## config.mk

```make
export PLATFORM = sky130hd
export DESIGN_NAME = master_traffic_gen
export DESIGN_NICKNAME = d
export VERILOG_FILES = /design/src/rtl/master_traffic_gen.sv
export SDC_FILE = /design/constraint.sdc
export NUM_CORES = 1
export LEC_CHECK = 0
export CELL_PAD_IN_SITES_DETAIL_PLACEMENT = 2
export CELL_PAD_IN_SITES_GLOBAL_PLACEMENT = 2
export CORE_ASPECT_RATIO = 1.5
export CORE_UTILIZATION = 38
export CTS_BUF_LIST = sky130_fd_sc_hd__clkbuf_4
export CTS_CLUSTER_SIZE = 10
export DETAILED_ROUTE_END_ITERATION = 12
export DONT_BUFFER_PORTS = 1
export PLACE_DENSITY = 0.85
export SLEW_MARGIN = 5
export SYNTH_ARGS = -nofsm -noshare
export SYNTH_HDL_FRONTEND = slang
export SYNTH_SLANG_ARGS = --single-unit
```

## constraint.sdc

```tcl
create_clock -name clk_i -period 3 [get_ports clk_i]
set_input_delay 0.15 -clock clk_i [delete_from_list [all_inputs] [get_ports clk_i]]
set_output_delay 0.15 -clock clk_i [all_outputs]
set_load 0.1 [all_outputs]
```

## src/rtl/master_traffic_gen.sv

```systemverilog
// master_traffic_gen: LFSR-driven request generator with outstanding-read throttling
module master_traffic_gen #(
  parameter int          MNUM      = 0,
  parameter int          TRANS_NUM = 64,
  parameter int          MAX_OUTST = 8,
  parameter logic [31:0] SEED      = 32'h1
) (
  input  logic        clk_i,
  input  logic        rst_i,
  input  logic        start_i,
  output logic        master_req,
  output logic [31:0] master_addr,
  output logic        master_cmd,
  output logic [31:0] master_wdata,
  input  logic        master_ack,
  input  logic [31:0] master_rdata,
  input  logic        master_resp,
  input  logic        rdreq_fifo_full,
  output logic [7:0]  outst_o,
  output logic [15:0] issued_o,
  output logic        busy_o,
  output logic        done_o,
  output logic        err_o
);
  typedef enum logic [1:0] {IDLE, ISSUE, DRAIN, DONE} state_t;
  localparam logic [15:0] TN = 16'(TRANS_NUM);
  localparam logic [7:0]  MO = 8'(MAX_OUTST);
  localparam logic [3:0]  MN = 4'(MNUM);
  state_t      state, state_nx;
  logic [31:0] lfsr, lfsr_nx, addr_nx;
  logic [7:0]  outst_nx;
  logic [15:0] issued_nx;
  logic        acc, rd_acc, start_ok, launch, underflow;
  logic        unused_rdata;
  assign unused_rdata = ^master_rdata;
  assign busy_o = state == ISSUE || state == DRAIN;
  assign done_o = state == DONE;
  // Next-state, counter updates and launch decision; the next request is built from the post-accept LFSR
  always_comb begin
    acc       = master_req & master_ack;
    rd_acc    = acc & ~master_cmd;
    start_ok  = start_i & (state == IDLE || state == DONE);
    lfsr_nx   = acc ? ({1'b0, lfsr[31:1]} ^ (lfsr[0] ? 32'h8020_0003 : 32'h0)) : lfsr;
    addr_nx   = {MN, lfsr_nx[25:0], 2'b00};
    underflow = master_resp & ~rd_acc & (outst_o == 8'd0);
    outst_nx  = (rd_acc & ~master_resp) ? outst_o + 8'd1 :
                (master_resp & ~rd_acc & outst_o != 8'd0) ? outst_o - 8'd1 : outst_o;
    issued_nx = start_ok ? 16'd0 : (acc && issued_o != TN) ? issued_o + 16'd1 : issued_o;
    state_nx  = start_ok ? ISSUE :
                (state == ISSUE && issued_nx == TN) ? DRAIN :
                (state == DRAIN && outst_o == 8'd0) ? DONE : state;
    launch    = state == ISSUE && (!master_req || acc) && issued_nx < TN &&
                outst_nx < MO && !rdreq_fifo_full;
  end
  // State, counters, LFSR and the held request registers
  always_ff @(posedge clk_i) begin
    if (rst_i) begin
      state        <= IDLE;
      master_req   <= 1'b0;
      master_addr  <= '0;
      master_cmd   <= 1'b0;
      master_wdata <= '0;
      lfsr         <= SEED;
      outst_o      <= '0;
      issued_o     <= '0;
      err_o        <= 1'b0;
    end else begin
      state    <= state_nx;
      lfsr     <= lfsr_nx;
      outst_o  <= outst_nx;
      issued_o <= issued_nx;
      err_o    <= err_o | underflow;
      if (launch) begin
        master_req   <= 1'b1;
        master_addr  <= addr_nx;
        master_wdata <= addr_nx;
        master_cmd   <= lfsr_nx[27];
      end else if (acc) begin
        master_req <= 1'b0;
      end
    end
  end
endmodule
```

==> results of run 1 <==
-- cell families after synthesis --
family | count (synthesis) | share of synthesized area
AOI/OAI and AO/OA | 52 | 0.07453
xor gates and xnor gates | 29 | 0.05957
adders and majority gates | 8 | 0.02348
buffers and inverters | 77 | 0.1077
DFF | 87 | 0.4085
muxes | 33 | 0.1021
other | 1 | 0.0008794
and+or+nand+nor | 192 | 0.2233
-- metal layers --
metal  up-vias  GRT usage  part of all wire
li1       1582          -                 -
met1      1676     0.2070              0.38
met2        65     0.4000              0.56
met3        21    0.03444             0.030
met4         0    0.09229             0.025
met5         -          0                 0
-- how the worst min path moves through the flow --
| stage | slack [ns] | to | cells past startpoint | start |
|---|---|---|---|---|
| 5_1_grt | 0.02 | master_wdata[25]$_SDFFE_PP0P_ | 2 | rst_i |
| 2_1_floorplan | 0.31 | err_o$_SDFF_PP0_ | 2 | master_resp |
| 6_report | 0.03 | outst_o[6]$_SDFF_PP0_ | 2 | rst_i |
| 3_5_place_dp | 0.23 | master_req$_SDFFE_PP0P_ | 1 | rst_i |
| 4_1_cts | 0.01 | master_wdata[25]$_SDFFE_PP0P_ | 2 | rst_i |
| 3_3_place_gp | 0.22 | outst_o[1]$_SDFFE_PP0P_ | 1 | rst_i |
-- through the flow --
stage,area (um^2),total power (W)
2_1_floorplan,4327,0.002224
3_3_place_gp,4581,0.002389
3_5_place_dp,4581,0.002426
4_1_cts,4846,0.003314
5_1_grt,4860,0.003421
6_report,4860,0.003291
-- flip-flops by register name (all words and copies together) (netlist names) --
| register | cells |
|---|---|
| err_o | 1 |
| issued_o | 16 |
| lfsr | 32 |
| master_cmd | 1 |
| master_req | 1 |
| master_wdata | 26 |
| outst_o | 8 |
| state | 2 |
-- placed cells by master, fill, tap and decap left out, drive strengths merged, types with 8 or more instances in the layout --
master  synthesis  routed
a21oi          32      32
buf            50      60
clkbuf         16      10
conb            1      12
dfxtp          87      87
ha              8       8
inv            11      12
mux2           27      27
nand2          75      75
nand3           8       8
nand4          11      11
nor2           37      37
nor2b          28      28
xnor2          20      20
xor2            9       9
-- repair_timing --
action | CTS | global route
setup endpoints to repair | 14 | 8
hold buffers | 5 | 0
endpoints found under the hold margin | 67 | 0
resized for setup | 1 | 2
gates cloned | 0 | 0
-- worst max-delay path, cell delays in order, from the launching register on --
cell and delay, ns:
dfxtp_2 0.36, ha_1 0.26, nand4_1 0.33, nor4_4 0.41, mux2i_1 0.24, o211ai_1 0.13, o21ai_1 0.33, nand4_4 0.15
buf_12 0.21, mux2_4 0.32
-- power by group through the flow --
stage               Clock, W  Combinational [W]  Sequential [W]
floorplan                  0           0.000571         0.00165
global placement           0            0.00105         0.00133
detailed placement         0            0.00109         0.00134
CTS                 0.000885            0.00112         0.00131
global route        0.000932            0.00117         0.00132
finish              0.000871            0.00111         0.00131
-- area by class of cell --
| class | instances | area share |
|---|---|---|
| Timing Repair Buffer | 64 | 0.1076 |
| Sequential cell | 87 | 0.3695 |
| Clock inverter | 6 | 0.02394 |
| Inverter | 11 | 0.008496 |
| Multi-Input combinational cell | 326 | 0.4372 |
| Tap cell | 147 | 0.03785 |
| Clock buffer | 10 | 0.01545 |
==> summary by stage, run 1 <==
Global routing
For this run the aggregate overflow at the end of global routing stands at 0. The initial antenna violation count is 0. The number of global-route vias before repair is around 3700.

The first-pass GRT wire length is 18.55 mm. The largest net degree at the start of global routing is 69. In the global route stage, overall resource usage came out at 0.2073.

Yosys
In the synthesized netlist the dominant register cell turns out to be dfxtp_1. The synthesized netlist contains 50 unique library cells. The share of the Yosys chip area taken by registers is 0.4085.

The share of flip-flops with an asynchronous set or reset after synthesis is 0. The number of storage elements in the synthesis netlist is 87. The synthesized design contains 0 enable-type register cells.

After synthesis, the cell types taking the most area are dfxtp_1, buf_4, mux2_4. In the synthesized netlist, the number of instances is ~480. The dominant cell type by area after synthesis is dfxtp_1. Yosys printed 0 warnings.

The cell with the most instances after synthesis is dfxtp_1. The average instance in the mapped netlist occupies just under 9 um^2. The share of synthesized area in the top cell type comes to 0.4085. Ranked by instance count, the synthesized netlist is headed by dfxtp_1, nand2_1, buf_4, nor2_1, a21oi_1. The cell area that synthesis handed to floorplanning was 0.004264 mm^2.

Final layout
For this run, the share of the core covered by cells in the final layout is 0.4419. In the final layout, the share of cells above drive strength 1 is 0.3115. At the end of the flow, the number of nets in the layout was 545. The synthesis-to-finish area growth is 13.97%. 0 antenna diodes ended up in the layout.

In the final layout, the multi-input gates occupy between 0.002 and 0.0025 mm^2. The final cell count without fillers is 651. After filler insertion, the fill cell instance count of the layout stands at 1221. The combined flip-flop and latch cell area is 0.001795 mm^2.

Clock tree
The clock tree from TritonCTS is built. After clock tree synthesis, the clock-pin slew on the worst setup and hold paths is 0.16 ns. At the later pin of the worst-skew pair, clock insertion delay measures 0.44 ns. The root buffer cell is clkbuf_4. The deepest clock path buffer count is 2. The maximum level of the CTS H-tree is 3. TritonCTS created 9 clock buffers. The number of clock sinks is 87. The number of setup buffers added after CTS is 0.

Floorplanning
The floorplan step defined a die boundary enclosing 0.01166 mm^2. The effective utilization at floorplan is 0.3878. The overall die width is 88.49 um. The floorplan step set the die height to about 130 um.

The row count is 47. The floorplan step defined a core boundary enclosing 0.01100 mm^2. The top-level I/O count is 131.

Critical path
The highest fanout seen on the critical path is 28. The nature of the critical path endpoint is a flop. The required time at the worst-slack endpoint is 3.33 ns. The kind of start point of the critical path is a flop. The reg-to-reg startpoint is issued_o[0]$_SDFF_PP0_. The register-to-register setup slack is 0.14 ns. For the worst setup path, the data arrival time is roughly 3.2 ns. Tracing the worst setup path back leads to its startpoint at issued_o[0]$_SDFF_PP0_. The worst reg-to-reg path cell count is 9. The endpoint of the most critical register-to-register path is master_wdata[14]$_SDFFE_PP0P_. The termination of the worst setup path is master_wdata[14]$_SDFFE_PP0P_. By startpoint and endpoint, the worst setup path is classified as flop to flop.

STA
The worst clock skew is 0.02467 ns. Setup repair after global routing left no endpoint under its margin. The final-report hold violation count is 0. Of the available clock period, the critical path in the final layout requires 0.9520. The count of final max-slew check failures is 0. The actual transition at the worst max-transition pin is 0.9667 ns.

The timing-limited maximum frequency is between 300 and 400 MHz. In the final timing run, aggregate negative setup slack is 0 ns. On the final layout, the worst hold slack is 0.03205 ns. Headroom to the max-slew limit came out at 0.3546. The setup violation total in the final timing report is 0. The smallest clock period supported by the final layout is computed as about 2.9 ns.

Setup slack on the critical path of the routed design comes to around 0.14 ns.

Power and ir drop
Dividing total power by cell area gives a power density of 677.2 mW/mm^2. The fraction of power consumed by the clock network is 0.265. The net switching power is 0.001343 W. The share of total power dissipated in combinational logic is 0.336. IR analysis of the VDD net gives a maximum drop of roughly 0.25 mV. The leakage power of the design is just under 2 nW. Internal power comes to just under 0.002 W. The switching part of the total is 0.4082. Of the total power, registers draw 0.399.

Drt
For this block, the routed nets add up to 11.69 mm of wire. The final routed DRC violation total is 0. After detailed routing, the average wire length per cell comes to 17.96 um. The average vias per placed instance is a little over 5. The first detailed-routing pass ran for 4 iterations. The final route contains 3344 vias. The detailed router finished its first iteration with approximately 50 violations. The count of nets left with antenna violations once routing finished came out at 0.

Run
Across the run, the number of max-cap violations was 0.

Hold path
The type of the worst min-delay path is input pin to flop.

Place
The worst slack at placement is 0.008600 ns. Including well taps, the total number of placed cells is 630. Summed over all nets, the half-perimeter wirelength after detailed placement is 7.997 mm. The count of buffers inserted at the top-level ports is 0. The routability congestion estimate from global placement is 0.7785.

Status
The flow ran to the end, and the final reports show no timing, DRC or antenna violations.
(Power assumes the default switching activity.)
==> run 2: changes to the inputs <==
- ABC_AREA: not set -> 1
- CORE_ASPECT_RATIO: 1.5 -> 1.1
- CORE_UTILIZATION: 38 -> 35
- PLACE_DENSITY: 0.85 -> 0.86
==> run 2 against run 1 <==
Final cell count up 28%. Clock power down 9.0%. Area after synthesis up 6.3%. Setup slack better by 0.17 ns. Total power up 66%. Critical path depth up 7. Core utilization down 5.2 points. Sequential share of layout area down 0.97 points. Final area up 1.5%. Synthesized cell count up 39%. Clock skew down 0.0065 ns. Sequential power up 97%. Critical path type unchanged. Critical endpoint is now master_wdata[24]$_SDFFE_PP0P_. Highest routed layer unchanged.
==> summary by stage, run 2 <==
Final layout
In the layout the commonest cells are nand2_1, nor2_1, dfxtp_1. The net count of the finished layout is 716. The flip-flop count of the largest register after layout is 32. The combined flip-flop and latch cell area is approximately 0.0018 mm^2. The largest registers in the layout are lfsr x32, master_wdata x26, issued_o x16. The number of inserted filler cells in the final layout is between 1500 and 2000. Leaving out fill and tap cells, the most frequent cell in the layout is nand2_1. lfsr holds more flip-flops than any other register. The finished layout cell area is 0.004932 mm^2. The share of post-route cells with drive strength above 1 is 0.1481.

The area growth from synthesis to layout is 8.775%. Summing all multi-input logic gate instances after layout gives 0.002242 mm^2.

STA
The count of final max-slew check failures is 0. The share of the cycle needed by the critical path after routing is 0.8945. The clock period minus worst slack is 2.684 ns.

In this run the tightest slew margin relative to its limit is 0.3205. Between clock sinks in the finished design, the worst skew comes to 0.01818 ns. Setup violations remaining at the end of the flow were counted as 0.

The sum of negative setup slack is 0 ns. For the pin with the worst max-slew slack, the measured transition is 1.019 ns. Setup repair after global routing left no endpoint under its margin.

The timing-limited maximum frequency is 372.6 MHz. The final-report hold violation count is 0.

Status
The flow ran to the end, and the final reports show no timing, DRC or antenna violations.

Critical path
In this run the critical register-to-register path is launched from outst_o[1]$_SDFFE_PP0P_. The signal on the critical path passes through buf_4, ha_1, inv_1, nor3_1, nand2_1, nand2_1, nand2_1, nand2_1, nand3_1, nor2_1, nand3_2, nor2_8, buf_12, nand2_1, nand2_1, nor2_1. The endpoint identified for the worst register-to-register timing path is master_wdata[24]$_SDFFE_PP0P_.

For the worst setup path, the data arrival time is 3.05 ns. The critical path contains buffers and inverters numbering 3 combined. The most frequent cell on the critical path is nand2_1. The largest individual stage delay along the critical path comes from the cell dfxtp_1. Data on the critical path is required at its endpoint by 3.36 ns. The nature of the critical path endpoint is a flop. The critical path is of the flop to flop type. The worst register-to-register path has a depth of 16.

The delay of the slowest cell on the worst path is 0.36 ns. The kind of cell adding the most delay to the critical path is simple AND/OR/NAND/NOR gates. In this run the worst path has a maximum fanout of 55.

In this run the register-to-register setup slack is 0.32 ns. The kind of start point of the critical path is a flop.

Place
The count of buffers inserted at the top-level ports is 0. The detailed placement HPWL is 9.113 mm. The congestion estimate from routability-driven global placement came to 0.8576.

Summing all placed instances gives a cell area of ~0.0047 mm^2.

Clock tree
The deepest clock path buffer count is 2. In this run the number of H-tree levels came out at 3. The clock tree from TritonCTS is built.

CTS placed an instance of clkbuf_4 at the clock tree root. The clock network latency to the later pin of the worst-skew pair is roughly 0.45 ns. The number of buffers inserted during clock tree synthesis is 9. Counting every sink on the clock net gives slightly below 90.

Buffers added to address setup during post-CTS repair amount to 0. After clock tree synthesis, the clock-pin slew on the worst setup and hold paths is around 0.15 ns.

Yosys
In this run, synthesis produced a sequential element count of between 80 and 90. The total number of yosys warnings is 0. The cell area after synthesis is about 0.0045 mm^2. The share of flip-flops with an asynchronous set or reset after synthesis is 0.

After synthesis, the cell types taking the most area are dfxtp_1, nand2_1, nor2_1. Synthesis handed over a netlist of 664 instances. For this run, the leading register cell type out of synthesis is dfxtp_1.

The share of synthesized area in the top cell type comes to 0.3841. The dominant cell type by area after synthesis is dfxtp_1. Yosys mapped the design onto 30 distinct sky130hd cell types. The number of flops mapped to enable cells by yosys is 0. The cell with the most instances after synthesis is nand2_1. The mean area per synthesized cell is 6.829 um^2. Ranked by instance count, the synthesized netlist is headed by nand2_1, nor2_1, dfxtp_1, inv_1, buf_4.

The sequential cell area fraction in the yosys report is 0.3841.

Floorplanning
The placeable core area is 0.01264 mm^2. In this run the horizontal extent of the chip is 110.5 um. The die is 121.4 um tall. In this run the core area contains 43 standard-cell rows.

The effective utilization at floorplan is 0.3586. For this design the top-level I/O count stands at between 100 and 150. The overall die area is 0.01342 mm^2.

Drt
The detail route stage leaves a number of antenna-violating nets equal to 0. The total number of vias is 4081. The final routed DRC violation total is 0.

In this run, the number of DRC markers left after iteration 0 of detailed routing was 83. The number of iterations in the first detailed-routing pass is 4. After detailed routing, the number of vias per cell comes to 4.899. The detailed-route wire length per cell is around 15 um.

Wires add up to 12.78 mm.

Global routing
Across every metal layer, demand over resource in global routing totals 0.2001. For this run the aggregate overflow at the end of global routing stands at 0. The first-pass GRT wire length is between 20 and 25 mm. The initial antenna violation count came to 1. The number of global-route vias before repair is 4353. Entering global routing, the biggest net connects 56 pins.

Power and ir drop
The worst-case IR drop observed on VDD is 0.6804 mV. The leakage power of the design is 2.359 nW. In this run the power density over the cells is 1105 mW/mm^2.

Run
Across the run, the number of max-cap violations was 0.

Hold path
The endpoint of the worst hold path is err_o$_SDFF_PP0_. The beginning of the worst hold path is master_resp. The cell depth of the worst min-delay path is 4.

The worst hold path belongs to the class input pin to flop.
run 2: cell count changes in the layout (fill, tap and decap cells not counted), moves of 8 or more:
cell / change
nand2_1: +122
nor2_1: +102
inv_1: +31
nor2b_1: -28
nand3_1: +24
buf_4: -19
mux2_4: -19
o21ai_0: +19
xnor2_1: -19
a21oi_1: -18
dfxtp_1: +15
mux2i_1: +15
dfxtp_2: -14
mux2_2: -8
run 2: worst min-delay path: cells and delay by family:
family / cells / cell delay, ns
AOI/OAI and AO/OA: 2 / 0.14
buffers and inverters: 1 / 0.10
and+or+nand+nor: 1 / 0.07
run 2: report_power, final:
group          total (W)  internal [W]  switching, W
sequential       0.00258       0.00135       0.00123
combinational    0.00208      0.000467       0.00161
clock           0.000793      0.000348      0.000445
total            0.00545       0.00217       0.00329
run 2: metal layers:
layer / share of wire / global-route usage
met3: 0.025 / 0.02597
met2: 0.53 / 0.3758
met1: 0.42 / 0.2264
met5: 0 / 0
met4: 0.021 / 0.08500
run 2: through the flow:
step                      hold slack (ns)  std cells  setup slack, ns  utilization  total power (W)
after global routing              0.06454        833          0.04171       0.3901         0.005736
final                             0.03603        833           0.3164       0.3901         0.005452
after detailed placement           0.2271        812           0.2740       0.3715         0.004678
after CTS                        0.009034        832           0.2101       0.3892         0.005507
after global placement             0.2286        812           0.3785       0.3715         0.004591
after floorplan                    0.3507        675          0.05067            -         0.004425
run 2: worst max-delay path by stage:
| stage | from | slack [ns] | to | depth (start not counted) |
|---|---|---|---|---|
| after CTS | issued_o[0]$_SDFF_PP0_ | 0.21 | master_wdata[14]$_SDFFE_PP0P_ | 18 |
| after global placement | issued_o[0]$_SDFF_PP0_ | 0.38 | master_wdata[27]$_SDFFE_PP0P_ | 18 |
| after detailed placement | issued_o[0]$_SDFF_PP0_ | 0.27 | master_wdata[14]$_SDFFE_PP0P_ | 18 |
| after floorplan | outst_o[0]$_SDFFE_PP0P_ | 0.05 | master_wdata[26]$_SDFFE_PP0P_ | 17 |
| after global routing | outst_o[1]$_SDFFE_PP0P_ | 0.04 | master_wdata[14]$_SDFFE_PP0P_ | 16 |
| final | outst_o[1]$_SDFFE_PP0P_ | 0.32 | master_wdata[24]$_SDFFE_PP0P_ | 16 |
run 2: cells by family after synthesis:
logic type | synth area share
other | 0.0008270
adder cells (fa/ha/maj) | 0.02208
AO/OA/AOI/OAI | 0.04305
multiplexers | 0.04636
XOR/XNOR | 0.01739
AND/OR/NAND/NOR | 0.3538
flip-flops | 0.3841
buffers and inverters | 0.1325
run 2: repair_timing:
| item | CTS | global route |
|---|---|---|
| setup endpoints to repair | 0 | 1 |
| hold buffers | 4 | 0 |
| endpoints found under the hold margin | 51 | 0 |
| gates resized for setup | 0 | 1 |
run 2: final cells by class:
class,count,share of cell area
Multi-Input combinational cell,480,0.4546
Sequential cell,87,0.3597
Timing Repair Buffer,44,0.07357
Tap cell,157,0.03983
Inverter,48,0.03653
Clock inverter,7,0.02156
Clock buffer,9,0.01370
Antenna cell,1,0.0005074
==> run 3: changes to the inputs <==
- CORE_MARGIN: not set -> 2
- GPL_ROUTABILITY_DRIVEN: not set -> 1
==> run 3 against run 2 <==
Combinational power about the same. Sequential power barely moved. Global-route usage shrank 0.28 points. Clock skew increased by 0.0052 ns.
==> summary by stage, run 3 (synthesized netlist as in run 2, its figures left out) <==
STA
Setup repair after global routing left no endpoint under its margin. Setup violations remaining at the end of the flow were counted as 0. The final-report hold violation count is 0. The clock period minus worst slack is 2.722 ns. The worst hold margin is 0.08463 ns. The worst clock skew is between 0.02 and 0.025 ns. For the pin with the worst max-slew slack, the measured transition is 1.023 ns.

The count of final max-slew check failures came to 0. The share of the cycle needed by the critical path after routing is 0.9073. The worst pin sits at a relative slew slack of 0.3179. In the post-route analysis, the smallest setup slack over all paths is 0.2780 ns. Summed over all failing endpoints, the final setup total negative slack is 0 ns. The timing-limited maximum frequency is 367.4 MHz.

Global routing
The number of global-route vias before repair is approximately 4400. The global-route total usage across every layer is 0.1973. The initial antenna violation count is 0.

The largest net degree at the start of global routing is 54. Summed over all layers, the global routing overflow is 0. The first-pass GRT wire length is 21.87 mm.

Power and ir drop
The analysis attributes to cell leakage a power of roughly 2.3 nW. After layout, the design draws a total of around 0.0054 W. VDD sags by at most roughly 0.7 mV. The cell area power density is 1098 mW/mm^2.

Critical path
The kind of start point of the critical path is a flop. For the worst setup path, the data required time is 3.36 ns. The startpoint identified for the worst register-to-register timing path is issued_o[0]$_SDFF_PP0_.

The most frequent cell on the critical path is nand2_1. The sum of buffers and inverters on the critical path is 3. In this design, the stage delay of the slowest critical-path cell is 0.41 ns. The highest fanout seen on the critical path is between 50 and 60. The critical path goes through inv_1, ha_1, nand3_1, nor2_2, nand2_4, nand2_8, inv_2, nand2_1, nand2_1, nand2_1, nand2_1, nor2_2, nand2_2, nor2_8, buf_12, nand2_1, nand2_1, nor2_1. The worst setup path startpoint is issued_o[0]$_SDFF_PP0_. The kind of cell adding the most delay to the critical path is simple AND/OR/NAND/NOR gates. The path type of the worst setup path is flop to flop. STA classifies the critical path endpoint as a flop. The data arrival time of the critical path is a little over 3 ns. The master of the slowest instance on the critical path is dfxtp_1.

Clock tree
The clock net in this run drives a total of between 80 and 90 sinks. The maximum level of the CTS H-tree is 3. The clock transition at the registers of the reported paths is 0.14 ns. Clock tree synthesis inserted a total of 9 buffers.

The clock reaches the later pin of the worst-skew pair after 0.46 ns. The root buffer cell is clkbuf_4. The post-CTS setup buffer count is 0. The clock tree from TritonCTS is built. The longest clock path from root to sink contains 2 buffers.

Place
At the end of routability-driven placement, the weighted congestion stood at roughly 0.87. The detailed placement HPWL is 9.473 mm. Before CTS, the worst setup slack after placement is 0.1577 ns. The count of buffers added on input and output ports is 0.

Drt
Summing over every cut layer, the via total after detailed routing is 4071. Dividing the detail-routed wire length by the instance count gives 15.76 um. The wire length reported by the detailed router is between 10 and 15 mm. The average vias per placed instance is 4.899. The count of nets left with antenna violations once routing finished came out at 0. After detailed routing, the number of remaining DRC violations is 0. The number of iterations in the first detailed-routing pass is 4.

The DRC marker count from the first detailed-route iteration is approximately 120.

Final layout
Leaving out fill and tap cells, the most frequent cell in the layout is nand2_1. Measured on the finished design, the core utilization comes to 0.3885. The share of post-route cells with drive strength above 1 is 0.1499.

0 antenna diodes ended up in the layout. The register with the highest flop count is lfsr. In the layout the commonest cells are nand2_1, nor2_1, dfxtp_1. The synthesis-to-finish area growth is 8.333%. The net count of the finished layout is 715. The register with the most flip-flops in the layout has 32 of them. The largest registers in the layout are lfsr x32, master_wdata x26, issued_o x16.

Hold path
The beginning of the worst hold path is master_resp. The min-delay analysis places its worst path in the category input pin to flop.

Floorplanning
From bottom edge to top edge, the die measures 123.4 um. The die is 112.5 um wide. The initialized floorplan defines 43 standard-cell rows. The placeable core area is 0.01264 mm^2. The effective utilization at floorplan is 0.3586. The top-level I/O count is 131. The die covers about 0.014 mm^2.

Status
The flow ran to the end, and the final reports show no timing, DRC or antenna violations.

Run
The tool flagged a number of max-cap violations equal to 0.
-- run 3: changes by cell type in the layout (fill, tap and decap cells not counted), sizes merged --
cell	before	now
buf	41	40
clkinv	5	2
diode	1	0
bufinv	2	1
inv	48	50
clkinvlp	0	2
-- run 3: tightest hold or removal path, stage by stage --
cell and delay, ns:
o21ai_1 0.09, inv_1 0.12, a21oi_1 0.07, nor2_1 0.07
-- run 3: metal layers --
metal | up-vias | wire, um | GRT usage | part of all wire
met5 | - | 0 | 0 | 0
met4 | 0 | 171 | 0.06402 | 0.013
met3 | 11 | 411 | 0.03431 | 0.031
met2 | 55 | 6897 | 0.3690 | 0.53
met1 | 1986 | 5616 | 0.2288 | 0.43
li1 | 2019 | - | - | -
-- run 3: report_power, final --
group / internal [W] / leakage [nW] / switching (W)
clock network: 0.000264 / 0.0749 / 0.000454
registers: 0.00135 / 0.717 / 0.00121
logic: 0.000464 / 1.55 / 0.00165
total: 0.00208 / 2.34 / 0.00331
-- run 3: final timing paths --
path | cells past startpoint | endpoint | slack (ns)
worst max-delay path | 18 | master_cmd$_SDFFE_PP0P_ | 0.28
worst min-delay path | 4 | err_o$_SDFF_PP0_ | 0.08
worst max register to register | 18 | master_cmd$_SDFFE_PP0P_ | 0.28
worst min register to register | 2 | lfsr[26]$_SDFFE_PP0P_ | 0.47
-- run 3: layout make-up --
type / instances / area, um^2
Fill cell: 1531 / 7731
Multi-Input combinational cell: 480 / 2252
Sequential cell: 87 / 1774
Timing Repair Buffer: 43 / 362.8
Tap cell: 157 / 196.4
Inverter: 48 / 180.2
Clock inverter: 7 / 78.83
Clock buffer: 9 / 67.56
-- run 3: stage by stage --
step | instance area (um^2) | instances
after global routing | 4912 | 831
after detailed placement | 4690 | 811
final | 4912 | 831
after global placement | 4690 | 811
after floorplan | 4576 | 675
after CTS | 4893 | 831
-- run 3: repair_timing --
item / in CTS / in global routing
gates resized for setup: 0 / 3
hold endpoints to repair: 53 / 0
setup endpoints to repair: 0 / 26
hold buffers: 4 / 0
